### config.mk
export PLATFORM = sky130hd
export DESIGN_NAME = cpu_clock_ctrl
export DESIGN_NICKNAME = d
export VERILOG_FILES = /design/src/rtl/clk_ctrl_pkg.sv /design/src/rtl/button_debounce.sv /design/src/rtl/cpu_clock_ctrl.sv
export SDC_FILE = /design/constraint.sdc
export NUM_CORES = 1
export LEC_CHECK = 0
export BUFFER_PORTS_ARGS = -buffer_cell sky130_fd_sc_hd__buf_2
export CORE_MARGIN = 2
export CORE_UTILIZATION = 52
export CTS_CLUSTER_SIZE = 30
export DETAILED_ROUTE_END_ITERATION = 10
export PLACE_DENSITY = 0.78
export SETUP_SLACK_MARGIN = 0.1
export SLEW_MARGIN = 20
export SYNTH_ARGS = -nofsm -noshare
export SYNTH_HDL_FRONTEND = slang
export SYNTH_SLANG_ARGS = --single-unit
### constraint.sdc
create_clock -name clk_in -period 2.3 [get_ports clk_in]
set_input_delay 0.115 -clock clk_in [delete_from_list [all_inputs] [get_ports clk_in]]
set_output_delay 0.115 -clock clk_in [all_outputs]
set_load 0.1 [all_outputs]
### src/rtl/clk_ctrl_pkg.sv
// Shared types and constants for the CPU clock controller.
package clk_ctrl_pkg;

  typedef enum logic [1:0] {
    STEP_WAIT = 2'b00,
    RUN       = 2'b01,
    HALTED    = 2'b10
  } state_t;

  localparam int DEBOUNCE_DEFAULT = 500000;

endpackage

### src/rtl/button_debounce.sv
// Step button path: 2-flop synchronizer, stability counter and a one-cycle
// pulse on each accepted press (releases produce nothing).
module button_debounce
  import clk_ctrl_pkg::*;
#(
  parameter int DEBOUNCE_CYCLES = DEBOUNCE_DEFAULT
) (
  input  logic clk_in,
  input  logic rst_n,
  input  logic step_btn,
  output logic step_pulse
);

  localparam int CNT_W = $clog2(DEBOUNCE_CYCLES);
  localparam logic [CNT_W-1:0] CNT_LAST = CNT_W'(DEBOUNCE_CYCLES - 1);

  logic [1:0]       btn_sync;
  logic             level;
  logic             pulse;
  logic [CNT_W-1:0] count;
  logic             btn_s;

  assign btn_s      = btn_sync[1];
  assign step_pulse = pulse;

  // Any sample agreeing with the accepted level restarts the stability window.
  always_ff @(posedge clk_in or negedge rst_n) begin
    if (!rst_n) begin
      btn_sync <= 2'b00;
      level    <= 1'b0;
      pulse    <= 1'b0;
      count    <= '0;
    end else begin
      btn_sync <= {btn_sync[0], step_btn};
      pulse    <= 1'b0;
      if (btn_s != level) begin
        if (count == CNT_LAST) begin
          level <= btn_s;
          count <= '0;
          pulse <= btn_s;
        end else begin
          count <= count + 1'b1;
        end
      end else begin
        count <= '0;
      end
    end
  end

endmodule

### src/rtl/cpu_clock_ctrl.sv
// CPU advance-strobe generator: free-run from a divided clock or single-step
// from a debounced button, with sticky halt. CYCLE_COUNTER_EN adds a strobe counter.
module cpu_clock_ctrl
  import clk_ctrl_pkg::*;
#(
  parameter int DEBOUNCE_CYCLES = DEBOUNCE_DEFAULT
) (
  input  logic        clk_in,
  input  logic        rst_n,
  input  logic        clk_div_in,
  input  logic        run_sw,
  input  logic        step_btn,
  input  logic        halt_in,
  output logic        cpu_en,
  output logic        halted,
  output logic [31:0] cycle_count
);

  logic [2:0] div_sync;
  logic [1:0] run_sync;
  logic       tick;
  logic       run_mode;
  logic       step_pulse;
  state_t     state;
  state_t     state_next;
  logic       cpu_en_next;

  button_debounce #(
    .DEBOUNCE_CYCLES(DEBOUNCE_CYCLES)
  ) u_debounce (
    .clk_in    (clk_in),
    .rst_n     (rst_n),
    .step_btn  (step_btn),
    .step_pulse(step_pulse)
  );

  // div_sync[2] only remembers the previous synchronized level for edge detection.
  always_ff @(posedge clk_in or negedge rst_n) begin
    if (!rst_n) begin
      div_sync <= 3'b000;
      run_sync <= 2'b00;
    end else begin
      div_sync <= {div_sync[1:0], clk_div_in};
      run_sync <= {run_sync[0], run_sw};
    end
  end

  assign tick     = div_sync[1] & ~div_sync[2];
  assign run_mode = run_sync[1];

  always_ff @(posedge clk_in or negedge rst_n) begin
    if (!rst_n) begin
      state  <= STEP_WAIT;
      cpu_en <= 1'b0;
    end else begin
      state  <= state_next;
      cpu_en <= cpu_en_next;
    end
  end

  always_comb begin
    state_next = state;
    unique case (state)
      STEP_WAIT: begin
        if (halt_in)       state_next = HALTED;
        else if (run_mode) state_next = RUN;
      end
      RUN: begin
        if (halt_in)        state_next = HALTED;
        else if (!run_mode) state_next = STEP_WAIT;
      end
      default: state_next = HALTED;
    endcase
  end

  // Events are judged in the current state, so a mode switch never eats or doubles one.
  always_comb begin
    cpu_en_next = 1'b0;
    unique case (state)
      STEP_WAIT: cpu_en_next = step_pulse;
      RUN:       cpu_en_next = tick;
      default:   cpu_en_next = 1'b0;
    endcase
    if (halt_in || cpu_en) cpu_en_next = 1'b0;
  end

  assign halted = (state == HALTED);

`ifdef CYCLE_COUNTER_EN
  logic [31:0] count_reg;

  always_ff @(posedge clk_in or negedge rst_n) begin
    if (!rst_n) count_reg <= '0;
    else if (cpu_en) count_reg <= count_reg + 32'd1;
  end

  assign cycle_count = count_reg;
`else
  assign cycle_count = '0;
`endif

endmodule
Yosys cells after proc, flatten, opt, wreduce, memory -nomap -nowiden
Cells that the tools add are included.

operators by class
  add/sub/neg operators = 1
  multiply operators = 0
  divide/modulo/power cells = 0
  order comparisons = 0
  eq/ne operators = 6
  shift-type cells = 0
  multiplexer cells = 11
  bitwise logic cells = 2
  reductions and logical operators = 4

operators by type and width
  cell                   number
  $mux 19                2
  $add 19x1->19 const B  1
  $eq 19x19->1 const B   1
  $mux 2                 4
  $ne 3x3->1 const B     2
  $pmux 2 s2             1
  $reduce_and 2->1       2
  $mux 1                 3
  $eq 2x1->1 const B     1
  $eq 2x2->1 const B     1
  $logic_not 2->1        1
  $pmux 1 s2             1
  $and 1x1->1            1
  $logic_or 1x1->1       1
  $ne 1x1->1             1
  $not 1->1              1

storage, ports and cells
  flip-flop bits (word level) = 31
  latch bits = 0
  RAM bits = 0
  memory bits (read-only) = 0
  input port bits = 6
  memories = 0

Depth between registers and ports, before layout
Gate-level depths: netlist of run 1.

  depth in word-level cells = 4
  depth in mapped cells = 6

By module
From an unflattened synthesis of run 1, not the netlist that was laid out.

second synthesis, totals
  cells, all modules = 158
  area total of the unflattened synthesis = 1611.5 µm²

modules (own cells, without submodules)
  module           instances  cells an instance  area an instance (µm²)  sequential area each (µm²)
  button_debounce  1          110                1118.6                  575.6
  cpu_clock_ctrl   1          48                 493.0                   200.2

Worst setup path before layout of run 1
Ideal clock, no wire load.

  path type = register -> register
  start point = reg u_debounce.count[0]
  end point = reg u_debounce.level
  setup time = 125 ps
  data arrival time = 1827 ps
  setup slack = 348 ps
  cell stages (with the launch flop) = 6
  path buffers = 0
  clock period less this slack = 1952 ps
  cell sequence = dfrtp_1 ha_1 nand4_4 or3_4 or3_4 mux2_4

on the way
  cells in the longest elaborated chain, start to end = 2

RTL lines
  item                               RTL line               RTL
  from (decl)                        button_debounce.sv:20  logic [CNT_W-1:0] count;
  from (signal assigned)             button_debounce.sv:42  count <= count + 1'b1;
  $eq 19x19->1                       button_debounce.sv:37  if (count == CNT_LAST) begin
  $reduce_and 2->1 (no source line)  --
  to (signal assigned)               button_debounce.sv:38  level <= btn_s;
  to (decl)                          button_debounce.sv:18  logic level;

No other way between the ends.
A chain may end at the register's enable or synchronous reset.

Worst setup path in the final report of run 1
Ends and elaborated chain as after synthesis.

==> results.py, run 1 <==
metrics = {
    "die": {
        "chipWidth_um": 59.78,
        "core-area_um2": 3003,
        "floorplan.die_area_um2": 3573,
        "placement_rows": 20,
        "floorplan.die.height_um": 59.78,
        "boundaryPins": 40,
        "start_util_pct": 53.88,
    },
    "place": {
        "dpl.cell_count": 196,
        "preCtsSetupSlack_ns": 0.2465,
        "buffer_ports.inserted": 7,
        "place.gp.congestion": 0.8743,
        "post-dp-hpwl_um": 1857,
    },
    "yosys": {
        "ys_types": 30,
        "synth-warning-count": 0,
        "synthesis.instances": 156,
        "syn_area_um2": 1618,
        "synth_area_leader_cell": "sky130_fd_sc_hd__dfrtp_1",
        "seq_area_frac_synth_pct": 47.95,
        "yosys-top-cells-area": "sky130_fd_sc_hd__dfrtp_1, sky130_fd_sc_hd__buf_4, sky130_fd_sc_hd__xnor2_1",
        "yosysTopAreaCellShare_pct": 47.95,
        "syn-mean-instance-area_um2": 10.37,
        "postSynthRegisterBits": 31,
    },
    "setup_path": {
        "end_kind": "flop",
        "crit_required_ns": 2.54,
        "worst-endpoint-arrival_ns": 2.31,
        "critPathLaunchType": "flop",
        "critical_path_peak_fanout": 7,
        "critPathKind": "flop to flop",
    },
    "final_layout": {
        "most_frequent_cells_in_the_layout": "sky130_fd_sc_hd__conb_1, sky130_fd_sc_hd__dfrtp_1, sky130_fd_sc_hd__nor2_1",
        "final_common_cell": "sky130_fd_sc_hd__conb_1",
        "stdcell_count": 209,
        "diodes": 0,
        "layout-drive-gt1-share_pct": 15.91,
        "max_reg_flops": 19,
        "layout-area-overhead-vs-synth_pct": 5.955,
        "num-nets-final": 182,
        "num-fill-cells": 250,
        "final_core_util_pct": 57.08,
    },
    "clock_tree": {
        "cts.repair.resized": 0,
        "cts_made_buffers": 5,
        "number_of_post_cts_setup_repair_buffers": 0,
        "cts_buffer_depth": 2,
        "cts_tree": "built",
        "cts-root-buf": "sky130_fd_sc_hd__clkbuf_4",
        "clk_pin_slew_ns": 0.10,
        "clkLatencyLatePin_ns": 0.34,
        "cts_sinks": 31,
        "ctsHoldBuffers": 5,
        "cts_htree_levels": 2,
    },
    "timing": {
        "fin_tns_setup_ns": 0,
        "worst_slew_margin_rel_pct": 56.69,
        "clock-skew-final_ns": 0.01531,
        "rsz0062_at_grt": "false",
        "period_share_pct": 90.04,
        "setup_violations": 0,
        "tightestPinTransition_ns": 0.6496,
        "final.min_clock_period_ns": 2.071,
        "fin_ws_ns": 0.2290,
        "max_freq_mhz": 482.9,
        "hold_violations": 0,
        "drv_slew": 0,
    },
    "power": {
        "power_frac_comb_pct": 20.9,
        "leakage_nw": 0.7585,
        "power.switching_fraction_pct": 34.87,
        "clock_network_fraction_of_design_power_pct": 34.8,
        "power_report.internal_total_mw": 0.8291,
        "proportion_of_power_drawn_by_flip_flops_and_latches_pct": 44.2,
        "powerDensity_nw_per_um2": 742.7,
        "ir_worst_vdd_uv": 621.9,
        "power.switching_mw": 0.4440,
    },
    "grt": {
        "grt_use_total_pct": 18.11,
        "largest_net_degree_at_the_start_of_global_routing": 32,
        "overall_overflow_remaining_after_global_route": 0,
        "grt_pass1_wl_um": 4574,
        "initial_antenna_violation_count": 0,
        "grt_pass1_vias": 1003,
    },
    "min_path": {
        "timing.hold.worst.class": "input pin to asynchronous set/reset pin",
    },
    "outcome": {
        "run_status": "finished, final reports clean",
    },
    "drt": {
        "detail_route.wl_per_cell_um": 12.58,
        "ant_nets": 0,
        "vias": 1063,
        "detailed_route_drc_error_count": 0,
        "vias_per_cell": 5.086,
        "detail_route.first_pass.iterations": 4,
        "first_iter_violations": 44,
        "totalWireLength_um": 2629,
    },
    "job": {
        "cap_violations": 0,
    },
}
[routing by layer]
layer / track usage (%) / vias up / routed length [µm]
li1: - / 500 / -
met1: 21.33 / 494 / 1008
met2: 28.57 / 61 / 1357
met3: 5.844 / 8 / 195
met4: 11.11 / 0 / 68
met5: 0 / - / 0
[cells in the mapped netlist]
cell type	count
sky130_fd_sc_hd__inv_1	4
sky130_fd_sc_hd__mux2i_1	1
sky130_fd_sc_hd__mux2_4	1
sky130_fd_sc_hd__nand2_1	6
sky130_fd_sc_hd__and3_2	1
sky130_fd_sc_hd__buf_4	33
sky130_fd_sc_hd__or4_1	2
sky130_fd_sc_hd__nor2_1	18
sky130_fd_sc_hd__conb_1	1
sky130_fd_sc_hd__nor3_1	6
sky130_fd_sc_hd__nand3_1	6
sky130_fd_sc_hd__nand4_1	6
sky130_fd_sc_hd__o21ai_0	2
sky130_fd_sc_hd__or2_2	3
sky130_fd_sc_hd__o31ai_1	2
sky130_fd_sc_hd__ha_1	1
sky130_fd_sc_hd__nor4b_1	1
sky130_fd_sc_hd__or3_1	2
sky130_fd_sc_hd__dfrtp_1	31
sky130_fd_sc_hd__nor4_1	1
sky130_fd_sc_hd__xnor2_1	11
sky130_fd_sc_hd__nand4_4	1
sky130_fd_sc_hd__nor3b_1	1
sky130_fd_sc_hd__xor2_1	3
sky130_fd_sc_hd__a21oi_1	4
sky130_fd_sc_hd__or3_4	3
sky130_fd_sc_hd__and2_1	1
sky130_fd_sc_hd__nor2b_1	2
sky130_fd_sc_hd__or4_4	1
sky130_fd_sc_hd__o31ai_4	1
[logic make-up after synthesis]
family / share of synthesized area, %
muxes: 1.547
DFF: 47.95
other: 0.2318
adders and majority gates: 0.7733
and+or+nand+nor: 21.58
AOI/OAI and AO/OA: 4.099
xor gates and xnor gates: 7.579
buffers and inverters: 16.24
[power groups by stage]
stage          clock network, mW  registers (mW)  logic (mW)
6_report                   0.443           0.563       0.266
5_1_grt                    0.477           0.566       0.277
4_1_cts                    0.456           0.564       0.266
3_5_place_dp                   0           0.574       0.259
3_3_place_gp                   0           0.573       0.258
2_1_floorplan                  0           0.572       0.283
[final timing paths]
path                                             start                      to  slack (ns)  cells after the start
worst max-delay path               u_debounce.count[0]        u_debounce.level        0.23                      5
worst min-delay path                             rst_n             div_sync[2]        0.33                      2
worst max register to register     u_debounce.count[0]        u_debounce.level        0.23                      5
worst min register to register  u_debounce.btn_sync[0]  u_debounce.btn_sync[1]        0.36                      0
max in group asynchronous                        rst_n    u_debounce.count[14]        1.53                      2
min in group clk_in             u_debounce.btn_sync[0]  u_debounce.btn_sync[1]        0.36                      0
[worst max-delay path: stages, from the launching register on]
cell	delay [ns]
sky130_fd_sc_hd__dfrtp_1	0.42
sky130_fd_sc_hd__ha_1	0.27
sky130_fd_sc_hd__nand4_4	0.18
sky130_fd_sc_hd__or3_4	0.44
sky130_fd_sc_hd__or3_4	0.35
sky130_fd_sc_hd__mux2_4	0.30
[through the flow]
stage               instance area (µm²)  power, mW  hold slack (ns)
floorplan                          1734     0.8558          -0.1806
global placement                   1578     0.8311           0.1626
detailed placement                 1578     0.8337           0.1802
CTS                                1714      1.286           0.3360
global route                       1714      1.319           0.3659
finish                             1714      1.273           0.3299
[cell type report]
| class | count | area [µm²] | area share [%] |
|---|---|---|---|
| sequential | 31 | 775.7 | 45.26 |
| tap | 33 | 41.29 | 2.409 |
| inverter | 4 | 15.01 | 0.8759 |
| timing repair buffer | 14 | 100.1 | 5.839 |
| clock buffer | 6 | 51.30 | 2.993 |
| multi-input combinational | 119 | 695.7 | 40.58 |
| clock inverter | 2 | 35.03 | 2.044 |
Power figures use the tool's default switching activity.
==> inputs of run 2 (changes only) <==
--- a/config.mk
+++ b/config.mk
@@ -7,11 +7,12 @@
 export LEC_CHECK = 0
 export BUFFER_PORTS_ARGS = -buffer_cell sky130_fd_sc_hd__buf_2
 export CORE_MARGIN = 2
-export CORE_UTILIZATION = 52
+export CORE_UTILIZATION = 55
+export CTS_BUF_LIST = sky130_fd_sc_hd__clkbuf_8
 export CTS_CLUSTER_SIZE = 30
 export DETAILED_ROUTE_END_ITERATION = 10
-export PLACE_DENSITY = 0.78
-export SETUP_SLACK_MARGIN = 0.1
+export PLACE_DENSITY = 0.82
+export SETUP_SLACK_MARGIN = 0.4
 export SLEW_MARGIN = 20
 export SYNTH_ARGS = -nofsm -noshare
 export SYNTH_HDL_FRONTEND = slang
==> results.py, run 2 (synthesis results as in run 1) <==
metrics = {
    "final_layout": {
        "num-fill-cells": 215,
        "multi_input_area_um2": 708.2,
        "layout-area-overhead-vs-synth_pct": 9.745,
        "most_frequent_cells_in_the_layout": "sky130_fd_sc_hd__conb_1, sky130_fd_sc_hd__dfrtp_1, sky130_fd_sc_hd__nor2_1",
        "max_reg_flops": 19,
        "final_core_util_pct": 63.83,
        "num-nets-final": 188,
        "layout-drive-gt1-share_pct": 19.34,
        "stdcell_count": 212,
        "diodes": 0,
        "seq_area_um2": 775.7,
        "final_common_cell": "sky130_fd_sc_hd__conb_1",
    },
    "die": {
        "start_util_pct": 58.16,
        "boundaryPins": 40,
        "chipWidth_um": 58.24,
        "placement_rows": 19,
        "floorplan.die.height_um": 58.24,
        "core-area_um2": 2781,
        "floorplan.die_area_um2": 3391,
    },
    "clock_tree": {
        "cts_sinks": 31,
        "clkLatencyLatePin_ns": 0.28,
        "cts-root-buf": "sky130_fd_sc_hd__clkbuf_8",
        "cts_htree_levels": 2,
        "cts_made_buffers": 5,
        "clk_pin_slew_ns": 0.06,
        "cts_tree": "built",
        "cts_buffer_depth": 2,
    },
    "timing": {
        "fin_hold_ws_ns": 0.04951,
        "drv_slew": 0,
        "rsz0062_at_grt": "true",
        "fin_tns_setup_ns": 0,
        "setup_violations": 0,
        "period_share_pct": 83.31,
        "tightestPinTransition_ns": 0.6537,
        "final.min_clock_period_ns": 1.916,
        "fin_ws_ns": 0.3839,
        "max_freq_mhz": 521.9,
        "hold_violations": 0,
        "worst_slew_margin_rel_pct": 56.42,
        "clock-skew-final_ns": 0.003835,
    },
    "drt": {
        "detail_route.wl_per_cell_um": 14.32,
        "totalWireLength_um": 3035,
        "detail_route.first_pass.iterations": 4,
        "vias_per_cell": 5.259,
        "ant_nets": 0,
        "vias": 1115,
        "detailed_route_drc_error_count": 0,
        "first_iter_violations": 32,
    },
    "setup_path": {
        "end_kind": "flop",
        "critical_path_peak_fanout": 6,
        "critPathKind": "flop to flop",
        "worst-endpoint-arrival_ns": 2.09,
        "critPathLaunchType": "flop",
        "crit_required_ns": 2.47,
    },
    "place": {
        "place.gp.congestion": 0.8969,
        "post-dp-hpwl_um": 1909,
        "dpl.cell_count": 194,
        "preCtsSetupSlack_ns": 0.3336,
        "buffer_ports.inserted": 7,
    },
    "grt": {
        "grt_pass1_vias": 1035,
        "overall_overflow_remaining_after_global_route": 0,
        "grt_pass1_wl_um": 4747,
        "largest_net_degree_at_the_start_of_global_routing": 32,
        "initial_antenna_violation_count": 0,
        "grt_use_total_pct": 19.57,
    },
    "power": {
        "leakage_nw": 0.7886,
        "powerDensity_nw_per_um2": 714.7,
        "ir_worst_vdd_uv": 672.3,
    },
    "job": {
        "cap_violations": 0,
    },
    "outcome": {
        "run_status": "finished, final reports clean",
    },
    "min_path": {
        "timing.hold.worst.class": "input pin to flop",
    },
}
## run 2: area by class of cell
class	instances	share of cell area, %
inverter	4	0.8457
multi-input combinational	119	39.89
sequential	31	43.69
clock inverter	1	0.2819
tap	31	2.185
timing repair buffer	20	8.457
clock buffer	6	4.651
## run 2: what timing repair did
item                                    in CTS  in global routing
resized for setup                            0                  2
endpoints found under the setup margin       2                 19
endpoints found under the hold margin       34                  0
hold buffers                                 4                  0
pin swaps                                    1                  2
buffers inserted                             3                  4
## run 2: path summary, 6_finish.rpt
| path | startpoint | end | slack, ns | cells after the start |
|---|---|---|---|---|
| setup / recovery | u_debounce.count[0] | u_debounce.level | 0.38 | 5 |
| hold / removal | halt_in | state[1] | 0.05 | 2 |
| setup reg to reg | u_debounce.count[0] | u_debounce.level | 0.38 | 5 |
| hold reg to reg | run_sync[0] | run_sync[1] | 0.35 | 0 |
| max in group asynchronous | rst_n | u_debounce.count[18] | 1.44 | 2 |
| min in group asynchronous | rst_n | u_debounce.count[8] | 0.43 | 2 |
## run 2: where the power goes
| group | switching (mW) | total, mW | internal [mW] |
|---|---|---|---|
| combinational | 0.256 | 0.285 | 0.0285 |
| clock | 0.186 | 0.420 | 0.234 |
| sequential | 0.00789 | 0.564 | 0.556 |
| total | 0.450 | 1.27 | 0.818 |
## run 2: through the flow
step                      total power [mW]  cell area [µm²]
after floorplan                     0.8585             1747
after global placement              0.8343             1588
after detailed placement            0.8369             1588
after CTS                            1.270             1738
after global routing                 1.314             1775
final                                1.269             1775
## run 2: critical path, stage by stage, from the launching register on
cell and delay (ns):
sky130_fd_sc_hd__dfrtp_1 0.40, sky130_fd_sc_hd__ha_4 0.17, sky130_fd_sc_hd__nand4_4 0.14, sky130_fd_sc_hd__or3_4 0.43, sky130_fd_sc_hd__or3_4 0.37, sky130_fd_sc_hd__mux2_4 0.30
## run 2: layer usage
metal	global-route usage, %	part of all wire [%]	up-vias
met3	5.580	6.9	20
li1	-	-	507
met1	21.71	36	519
met5	0	0	-
met4	10.63	5.7	0
met2	33.77	51	69
